===== src/rtl/vend_pkg.sv =====
// Shared constants and types for the vending machine money-out path.
package vend_pkg;

   localparam int COIN_W = 4;

   localparam logic [COIN_W-1:0] COIN_BIG   = 4'd5;
   localparam logic [COIN_W-1:0] COIN_MID   = 4'd2;
   localparam logic [COIN_W-1:0] COIN_SMALL = 4'd1;

   typedef enum logic [1:0] {
      ST_IDLE,
      ST_SELECT,
      ST_OFFER,
      ST_FINISH
   } disp_state_t;

endpackage


===== src/rtl/coin_select.sv =====
// Combinational priority picker: largest denomination that fits the
// remaining amount and still has stock.
module coin_select
   import vend_pkg::*;
#(
   parameter int AMT_W = 8,
   parameter int CNT_W = 4
) (
   input  logic [AMT_W-1:0]  i_remaining,
   input  logic [CNT_W-1:0]  i_inv_big,
   input  logic [CNT_W-1:0]  i_inv_mid,
   input  logic [CNT_W-1:0]  i_inv_small,
   output logic              o_found,
   output logic [COIN_W-1:0] o_value
);

   logic w_big_ok;
   logic w_mid_ok;
   logic w_small_ok;

   assign w_big_ok   = (i_remaining >= AMT_W'(COIN_BIG))
                       && (i_inv_big != '0);
   assign w_mid_ok   = (i_remaining >= AMT_W'(COIN_MID))
                       && (i_inv_mid != '0);
   assign w_small_ok = (i_remaining >= AMT_W'(COIN_SMALL))
                       && (i_inv_small != '0);

   always_comb begin
      o_found = 1'b1;
      o_value = '0;
      priority case (1'b1)
         w_big_ok:   o_value = COIN_BIG;
         w_mid_ok:   o_value = COIN_MID;
         w_small_ok: o_value = COIN_SMALL;
         default:    o_found = 1'b0;
      endcase
   end

endmodule


===== src/rtl/change_dispenser.sv =====
// Pays change one coin at a time, largest first, tracking inventory.
// Optional CHANGE_AUDIT_EN adds a running total of dispensed value.
module change_dispenser
   import vend_pkg::*;
#(
   parameter int AMT_W      = 8,
   parameter int CNT_W      = 4,
   parameter int INIT_COUNT = 2
) (
   input  logic              clock,
   input  logic              reset_n,
   input  logic              req_valid,
   input  logic [AMT_W-1:0]  req_amount,
   output logic              req_ready,
   output logic              coin_valid,
   output logic [COIN_W-1:0] coin_value,
   input  logic              coin_ready,
   output logic              done,
   output logic [AMT_W-1:0]  short_amount,
   input  logic              refill,
   output logic [CNT_W-1:0]  inv_big,
   output logic [CNT_W-1:0]  inv_mid,
   output logic [CNT_W-1:0]  inv_small
`ifdef CHANGE_AUDIT_EN
   ,
   output logic [15:0]       audit_total
`endif
);

   localparam logic [CNT_W-1:0] INIT_INV = CNT_W'(INIT_COUNT);

   disp_state_t        r_state;
   logic [AMT_W-1:0]   r_remaining;
   logic               r_coin_valid;
   logic [COIN_W-1:0]  r_coin_value;
   logic               r_done;
   logic [AMT_W-1:0]   r_short;
   logic [CNT_W-1:0]   r_inv_big;
   logic [CNT_W-1:0]   r_inv_mid;
   logic [CNT_W-1:0]   r_inv_small;
   logic               w_found;
   logic [COIN_W-1:0]  w_value;
`ifdef CHANGE_AUDIT_EN
   logic [15:0]        r_audit;
`endif

   coin_select #(
      .AMT_W (AMT_W),
      .CNT_W (CNT_W)
   ) u_sel (
      .i_remaining (r_remaining),
      .i_inv_big   (r_inv_big),
      .i_inv_mid   (r_inv_mid),
      .i_inv_small (r_inv_small),
      .o_found     (w_found),
      .o_value     (w_value)
   );

   always_ff @(posedge clock or negedge reset_n) begin
      if (!reset_n) begin
         r_state      <= ST_IDLE;
         r_remaining  <= '0;
         r_coin_valid <= 1'b0;
         r_coin_value <= '0;
         r_done       <= 1'b0;
         r_short      <= '0;
         r_inv_big    <= INIT_INV;
         r_inv_mid    <= INIT_INV;
         r_inv_small  <= INIT_INV;
`ifdef CHANGE_AUDIT_EN
         r_audit      <= '0;
`endif
      end else begin
         r_done <= 1'b0;
         unique case (r_state)
            ST_IDLE: begin
               // refill wins; the request waits a cycle
               if (refill) begin
                  r_inv_big   <= INIT_INV;
                  r_inv_mid   <= INIT_INV;
                  r_inv_small <= INIT_INV;
               end else if (req_valid) begin
                  r_remaining <= req_amount;
                  r_short     <= '0;
                  r_state     <= ST_SELECT;
               end
            end
            ST_SELECT: begin
               if (w_found) begin
                  r_coin_value <= w_value;
                  r_coin_valid <= 1'b1;
                  r_state      <= ST_OFFER;
               end else begin
                  r_done  <= 1'b1;
                  r_short <= r_remaining;
                  r_state <= ST_FINISH;
               end
            end
            ST_OFFER: begin
               if (coin_ready) begin
                  r_remaining  <= r_remaining
                                  - AMT_W'(r_coin_value);
                  r_coin_valid <= 1'b0;
                  r_coin_value <= '0;
                  r_state      <= ST_SELECT;
                  if (r_coin_value == COIN_BIG)
                     r_inv_big <= r_inv_big - CNT_W'(1);
                  else if (r_coin_value == COIN_MID)
                     r_inv_mid <= r_inv_mid - CNT_W'(1);
                  else
                     r_inv_small <= r_inv_small - CNT_W'(1);
`ifdef CHANGE_AUDIT_EN
                  r_audit <= r_audit + 16'(r_coin_value);
`endif
               end
            end
            ST_FINISH: r_state <= ST_IDLE;
            default:   r_state <= ST_IDLE;
         endcase
      end
   end

   assign req_ready    = (r_state == ST_IDLE) && !refill;
   assign coin_valid   = r_coin_valid;
   assign coin_value   = r_coin_value;
   assign done         = r_done;
   assign short_amount = r_short;
   assign inv_big      = r_inv_big;
   assign inv_mid      = r_inv_mid;
   assign inv_small    = r_inv_small;
`ifdef CHANGE_AUDIT_EN
   assign audit_total  = r_audit;
`endif

endmodule

===== config.mk =====
export PLATFORM = sky130hd
export DESIGN_NAME = change_dispenser
export DESIGN_NICKNAME = d
export VERILOG_FILES = /design/src/rtl/vend_pkg.sv /design/src/rtl/coin_select.sv /design/src/rtl/change_dispenser.sv
export SDC_FILE = /design/constraint.sdc
export NUM_CORES = 1
export LEC_CHECK = 0
export ABC_AREA = 1
export CAP_MARGIN = 40
export CORE_UTILIZATION = 52
export DETAILED_ROUTE_END_ITERATION = 8
export GPL_TIMING_DRIVEN = 0
export PLACE_DENSITY = 0.76
export RECOVER_POWER = 25
export SLEW_MARGIN = 20
export SYNTH_ARGS = -nofsm -noshare
export SYNTH_HDL_FRONTEND = slang
export SYNTH_HIERARCHICAL = 1
export SYNTH_SLANG_ARGS = --single-unit

===== constraint.sdc =====
create_clock -name clock -period 2.06 [get_ports clock]
set_clock_uncertainty 0.2 [all_clocks]
set_input_delay 0.412 -clock clock [delete_from_list [all_inputs] [get_ports clock]]
set_output_delay 0.412 -clock clock [all_outputs]
set_load 0.05 [all_outputs]

Yosys cells after proc, flatten, opt, wreduce, memory -nomap -nowiden
Index checks and enable logic that the tools add are counted.
- input port bits: 13
- flip-flop bits (word level): 36
- multiplexer cells: 39
- reduce and logical (&&, ||, !) cells: 19
- equality and inequality tests: 15
- magnitude comparators: 3
- add/sub/neg operators: 4
- operators by type and width (kind ; number):
    4-bit two-way mux ; 13
    8-bit two-way mux ; 6
    4-bit one-hot mux with 2 select lines ; 4
    8-bit one-hot mux with 2 select lines ; 2
    2-bit != test, second input constant ; 9
    4-bit AND reduction ; 3
    4-bit nonzero test ; 3
    4-bit by 1-bit subtractor with 4-bit output, second input constant ; 3
    5-bit AND reduction ; 2
    1-bit two-way mux ; 9
    8-bit by 1-bit greater-or-equal comparator with 1-bit output, second input constant ; 1
    8-bit by 2-bit greater-or-equal comparator with 1-bit output, second input constant ; 1
    8-bit by 3-bit greater-or-equal comparator with 1-bit output, second input constant ; 1
    2-bit one-hot mux with 4 select lines ; 1
    8-bit by 4-bit subtractor with 8-bit output ; 1
    2-bit two-way mux ; 3
    3-bit AND reduction ; 2
    2-bit nonzero test ; 3
    2-bit equality test, second input constant ; 2
    4-bit by 2-bit equality test with 1-bit output, second input constant ; 1
    4-bit by 3-bit equality test with 1-bit output, second input constant ; 1
    1-bit logical AND ; 4
    2-bit by 1-bit equality test with 1-bit output, second input constant ; 1
    2-bit logical NOT ; 1
    3 further kinds ; 3

Logic depth before layout (Yosys ltp)
- depth after elaboration: 7
- mapped depth: 11
- gate-level depth less buffers: 11

Hierarchy
Netlist, hierarchy kept.
- modules (own cells, without submodules) (module ; cells an instance ; sequential area each (sq um) ; area an instance (sq um) ; instances):
    change_dispenser ; 250 ; 904.6 ; 1966.9 ; 1
    coin_select ; 39 ; 0.0 ; 181.4 ; 1

Least setup slack after synthesis
OpenSTA, ideal clock, no wires.
- kind: reg-to-reg
- start point: reg r_coin_value[0], in the netlist coin_value[0]
- end point: reg r_remaining[4]
- buffers on the path: 0
- setup slack: 0.013 ns
- data arrival time: 1.782 ns
- required time: 1.795 ns
- clock period less this slack: 2.047 ns
- cell stages (with the launch flop): 9
- cells stage by stage: dfrtp_1 -> ha_1 -> inv_1 -> fa_1 -> inv_1 -> o21ai_0 -> o21ai_0 -> o211ai_1 -> nand2_1
- cells in the longest elaborated chain, start to end: 3
- ends and longest elaborated chain (what ; RTL line ; text):
    from (decl) ; change_dispenser.sv:35 ; logic [COIN_W-1:0] r_coin_value;
    from (signal assigned) ; change_dispenser.sv:90 ; r_coin_value <= w_value;
    8-bit by 4-bit subtractor with 8-bit output ; change_dispenser.sv:102 ; - AMT_W'(r_coin_value);
    8-bit two-way mux ; change_dispenser.sv:100 ; if (coin_ready) begin
    8-bit one-hot mux with 2 select lines ; change_dispenser.sv:75 ; unique case (r_state)
    to (signal assigned) ; change_dispenser.sv:83 ; r_remaining <= req_amount;
    to (signal assigned) ; change_dispenser.sv:101 ; r_remaining <= r_remaining
    to (decl) ; change_dispenser.sv:33 ; logic [AMT_W-1:0] r_remaining;
No other way between the ends. The select of a mux whose other input is x is not followed.
A chain may end at the register's enable or synchronous reset.

Worst setup path after layout
- start point: reg r_done, in the netlist done
- end point: out done
- RTL lines (what ; RTL line ; text):
    from (decl) ; change_dispenser.sv:36 ; logic r_done;
    from (signal assigned) ; change_dispenser.sv:65 ; r_done <= 1'b0;
    from (signal assigned) ; change_dispenser.sv:74 ; r_done <= 1'b0;
    from (signal assigned) ; change_dispenser.sv:94 ; r_done <= 1'b1;
    to (decl) ; change_dispenser.sv:18 ; output logic done,
No word-level cell between the ends.

==> flow_metrics.tcl <==
set metrics [dict create \
    cts_setup_buffers 0 \
    postSynthRegisterBits 36 \
    routabilityCongestion 0.798 \
    cts_buffers 5 \
    tightestPinTransition_ns 1.09 \
    syn_nets 310 \
    vias 1959 \
    period_needed_ns 2.01 \
    p_seq_share_pct 28.5 \
    drt-initial-drc-count 166 \
    core_sq_mm 0.00380 \
    drt_pass1_iterations 4 \
    combPwrFrac_pct 61.0 \
    ir_drop_uv 1030 \
    slew_violations 0 \
    cts_max_level 2 \
    slowest_stage "clkdlybuf4s50_1" \
    ys_warn_count 6 \
    multi_input_area_sq_mm 0.00107 \
    setup_viol 0 \
    cts_buffer_depth 2 \
    final_hold_viol_count 0 \
    dp_hpwl_mm 3.54 \
    status "completed" \
    die_h_um 66.3 \
    cp-start-kind "flop" \
    clkLatencyLatePin_ns 0.29 \
    fill_cells 331 \
    post_drt_wl_per_cell_um 12.0 \
    nets 358 \
    die_w_um 66.3 \
    via_per_inst 5.08 \
    final_util_pct 71.1 \
    drc 0 \
    grt_pass1_wl_mm 8.13 \
    criticalPathCategory "flop to primary output" \
    rsz0062_at_grt "true" \
    maxSlewHeadroom_pct 27.5 \
    wl_mm 4.61 \
    setup_tns_ns 0 \
    crit_path_max_incr_delay_ns 0.79 \
    port_buffers 39 \
    cp_top_family "buffers and inverters" \
    grtUsageTotal_pct 24.5 \
    p_per_area_mw_per_mm2 1740 \
    antenna_found_initial 0 \
    drive_gt1_share_pct 13.0 \
    max_cap_viol_count 0 \
    synthCells 289 \
    globalRouteOverflowTotal 0 \
    max_freq_mhz 498 \
    pwr-share-clk_pct 10.5 \
    syn_to_final_growth_pct 25.7 \
    cp.required_ns 1.45 \
    switchingPower_w 0.00254 \
    critical_path_arrival_ns 1.40 \
    startpoint "done$_DFF_PN0_" \
    antenna_left 0 \
    p_sw_share_pct 54.1 \
    cp-end-kind "primary output" \
    regArea_sq_um 906 \
    p_int_w 0.00216 \
    hold_class "flop to flop" \
    dieArea_sq_mm 0.00439 \
    cts_tree "built" \
    hp-start "coin_valid$_DFFE_PN0P_" \
    syn_avg_cell_area_sq_um 7.43 \
    grt_max_degree 20 \
    leakagePower_nw 1.45 \
    io_pins 40 \
    crit_chain "clkdlybuf4s50_1" \
    row_count 22 \
    root_buffer "clkbuf_8" \
    initial_core_util_pct 56.6 \
    netlist-cell-type-count 31 \
    grt_pass1_vias 1815 \
    power.total_w 0.00470 \
    synth_area_sq_mm 0.00215 \
    clk_pin_slew_ns 0.07 \
    n_antenna_cell 0 \
    fin_crit_sh_pct 97.5 \
    yosysSeqAreaShare_pct 42.1 \
    path_buf_inv 1 \
    rr_startpoint "r_remaining[0]$_DFFE_PN0P_" \
    clock_sinks 36 \
    path_max_fanout 1 \
]
==> timing repair <==
action | in CTS | in global routing
setup endpoints to repair | 25 | 15
hold endpoints to repair | 14 | 0
hold buffers | 1 | 0
cloned | 0 | 0
resized for setup | 27 | 10
==> cells in the final DEF, fill, tap and decap left out, types with 12 or more instances in the layout <==
cell type and instances:
nand2_1 72, nand3_1 36, inv_1 33, dfrtp_1 32, nor2_1 30, dlygate4sd2_1 24, o21ai_0 14, clkdlybuf4s50_1 12
==> final cells by class <==
| cell class | count | area share (%) |
|---|---|---|
| flip-flops and latches | 36 | 33.5 |
| repair buffers | 41 | 14.6 |
| clock inverters | 2 | 0.463 |
| inverters | 39 | 5.42 |
| clock buffers | 6 | 2.69 |
| plain buffers | 6 | 1.30 |
| well taps | 48 | 2.22 |
| multi-input cells | 208 | 39.8 |
==> power groups by stage <==
stage               Sequential (W)  Combinational (W)  Clock [W]
global placement           0.00135            0.00292          0
finish                     0.00134            0.00287   0.000496
floorplan                  0.00197            0.00154          0
CTS                        0.00133            0.00286   0.000508
global route               0.00139            0.00320   0.000530
detailed placement         0.00135            0.00297          0
==> cell usage after synthesis (all sizes together) <==
library cell | count | area [sq um]
nand2 | 76 | 303
inv | 39 | 146
nor2 | 39 | 179
nand3 | 37 | 185
dfrtp | 33 | 826
o21ai | 20 | 108
a21oi | 7 | 35.0
ha | 7 | 87.6
buf | 5 | 30.0
nand4 | 4 | 25.0
xor2 | 4 | 35.0
dfstp | 3 | 78.8
o211ai | 3 | 22.5
a31oi | 2 | 12.5
or2 | 2 | 12.5
a22oi | 1 | 7.51
and3 | 1 | 6.26
clkbuf | 1 | 3.75
conb | 1 | 3.75
fa | 1 | 20.0
nand3b | 1 | 7.51
nor3 | 1 | 5.00
xnor2 | 1 | 8.76
==> flip-flops by register name, summed over array words and instances, names as in the netlist, 2 cells and up <==
register      count
r_remaining       8
short_amount      8
coin_value        4
r_state           2
inv_big           4
inv_small         4
inv_mid           4
==> final timing paths <==
kind | endpoint | slack [ns] | cells after the start
setup / recovery | done | 0.05 | 1
hold / removal | coin_valid$_DFFE_PN0P_ | 0.28 | 2
max in group asynchronous | r_remaining[5]$_DFFE_PN0P_ | 0.34 | 3
min in group asynchronous | r_state[1]$_DFFE_PN0P_ | 0.66 | 2
hold reg to reg | coin_valid$_DFFE_PN0P_ | 0.28 | 2
setup reg to reg | r_remaining[4]$_DFFE_PN0P_ | 0.15 | 9
==> metrics by stage <==
step | setup slack, ns | cells | hold WS, ns | instance area [sq um]
floorplan | 0.0129 | 289 | -0.0836 | 2150
global placement | -0.460 | 376 | 0.267 | 2600
detailed placement | -0.305 | 377 | 0.185 | 2620
CTS | 0.00310 | 386 | 0.291 | 2690
global route | -0.0102 | 386 | 0.330 | 2700
finish | 0.0505 | 386 | 0.283 | 2700
==> logic make-up (layout without fill, tap and decap cells) <==
| logic type | after synthesis | count (layout) | synth area share, % |
|---|---|---|---|
| other | 1 | 1 | 0.175 |
| AO/OA/AOI/OAI | 33 | 33 | 8.62 |
| AND/OR/NAND/NOR | 161 | 161 | 33.7 |
| XOR/XNOR | 5 | 5 | 2.04 |
| adder cells (fa/ha/maj) | 8 | 8 | 5.01 |
| buffers and inverters | 45 | 94 | 8.39 |
| flip-flops | 36 | 36 | 42.1 |
==> routing by layer <==
| metal | part of all wire, % | GRT usage [%] | vias to the layer above |
|---|---|---|---|
| li1 | - | - | 1032 |
| met4 | 0.93 | 5.59 | 0 |
| met1 | 52 | 35.4 | 878 |
| met3 | 3.6 | 4.66 | 5 |
| met5 | 0 | 0 | - |
| met2 | 43 | 37.6 | 44 |
No activity file was read; power rests on OpenSTA's default activity.
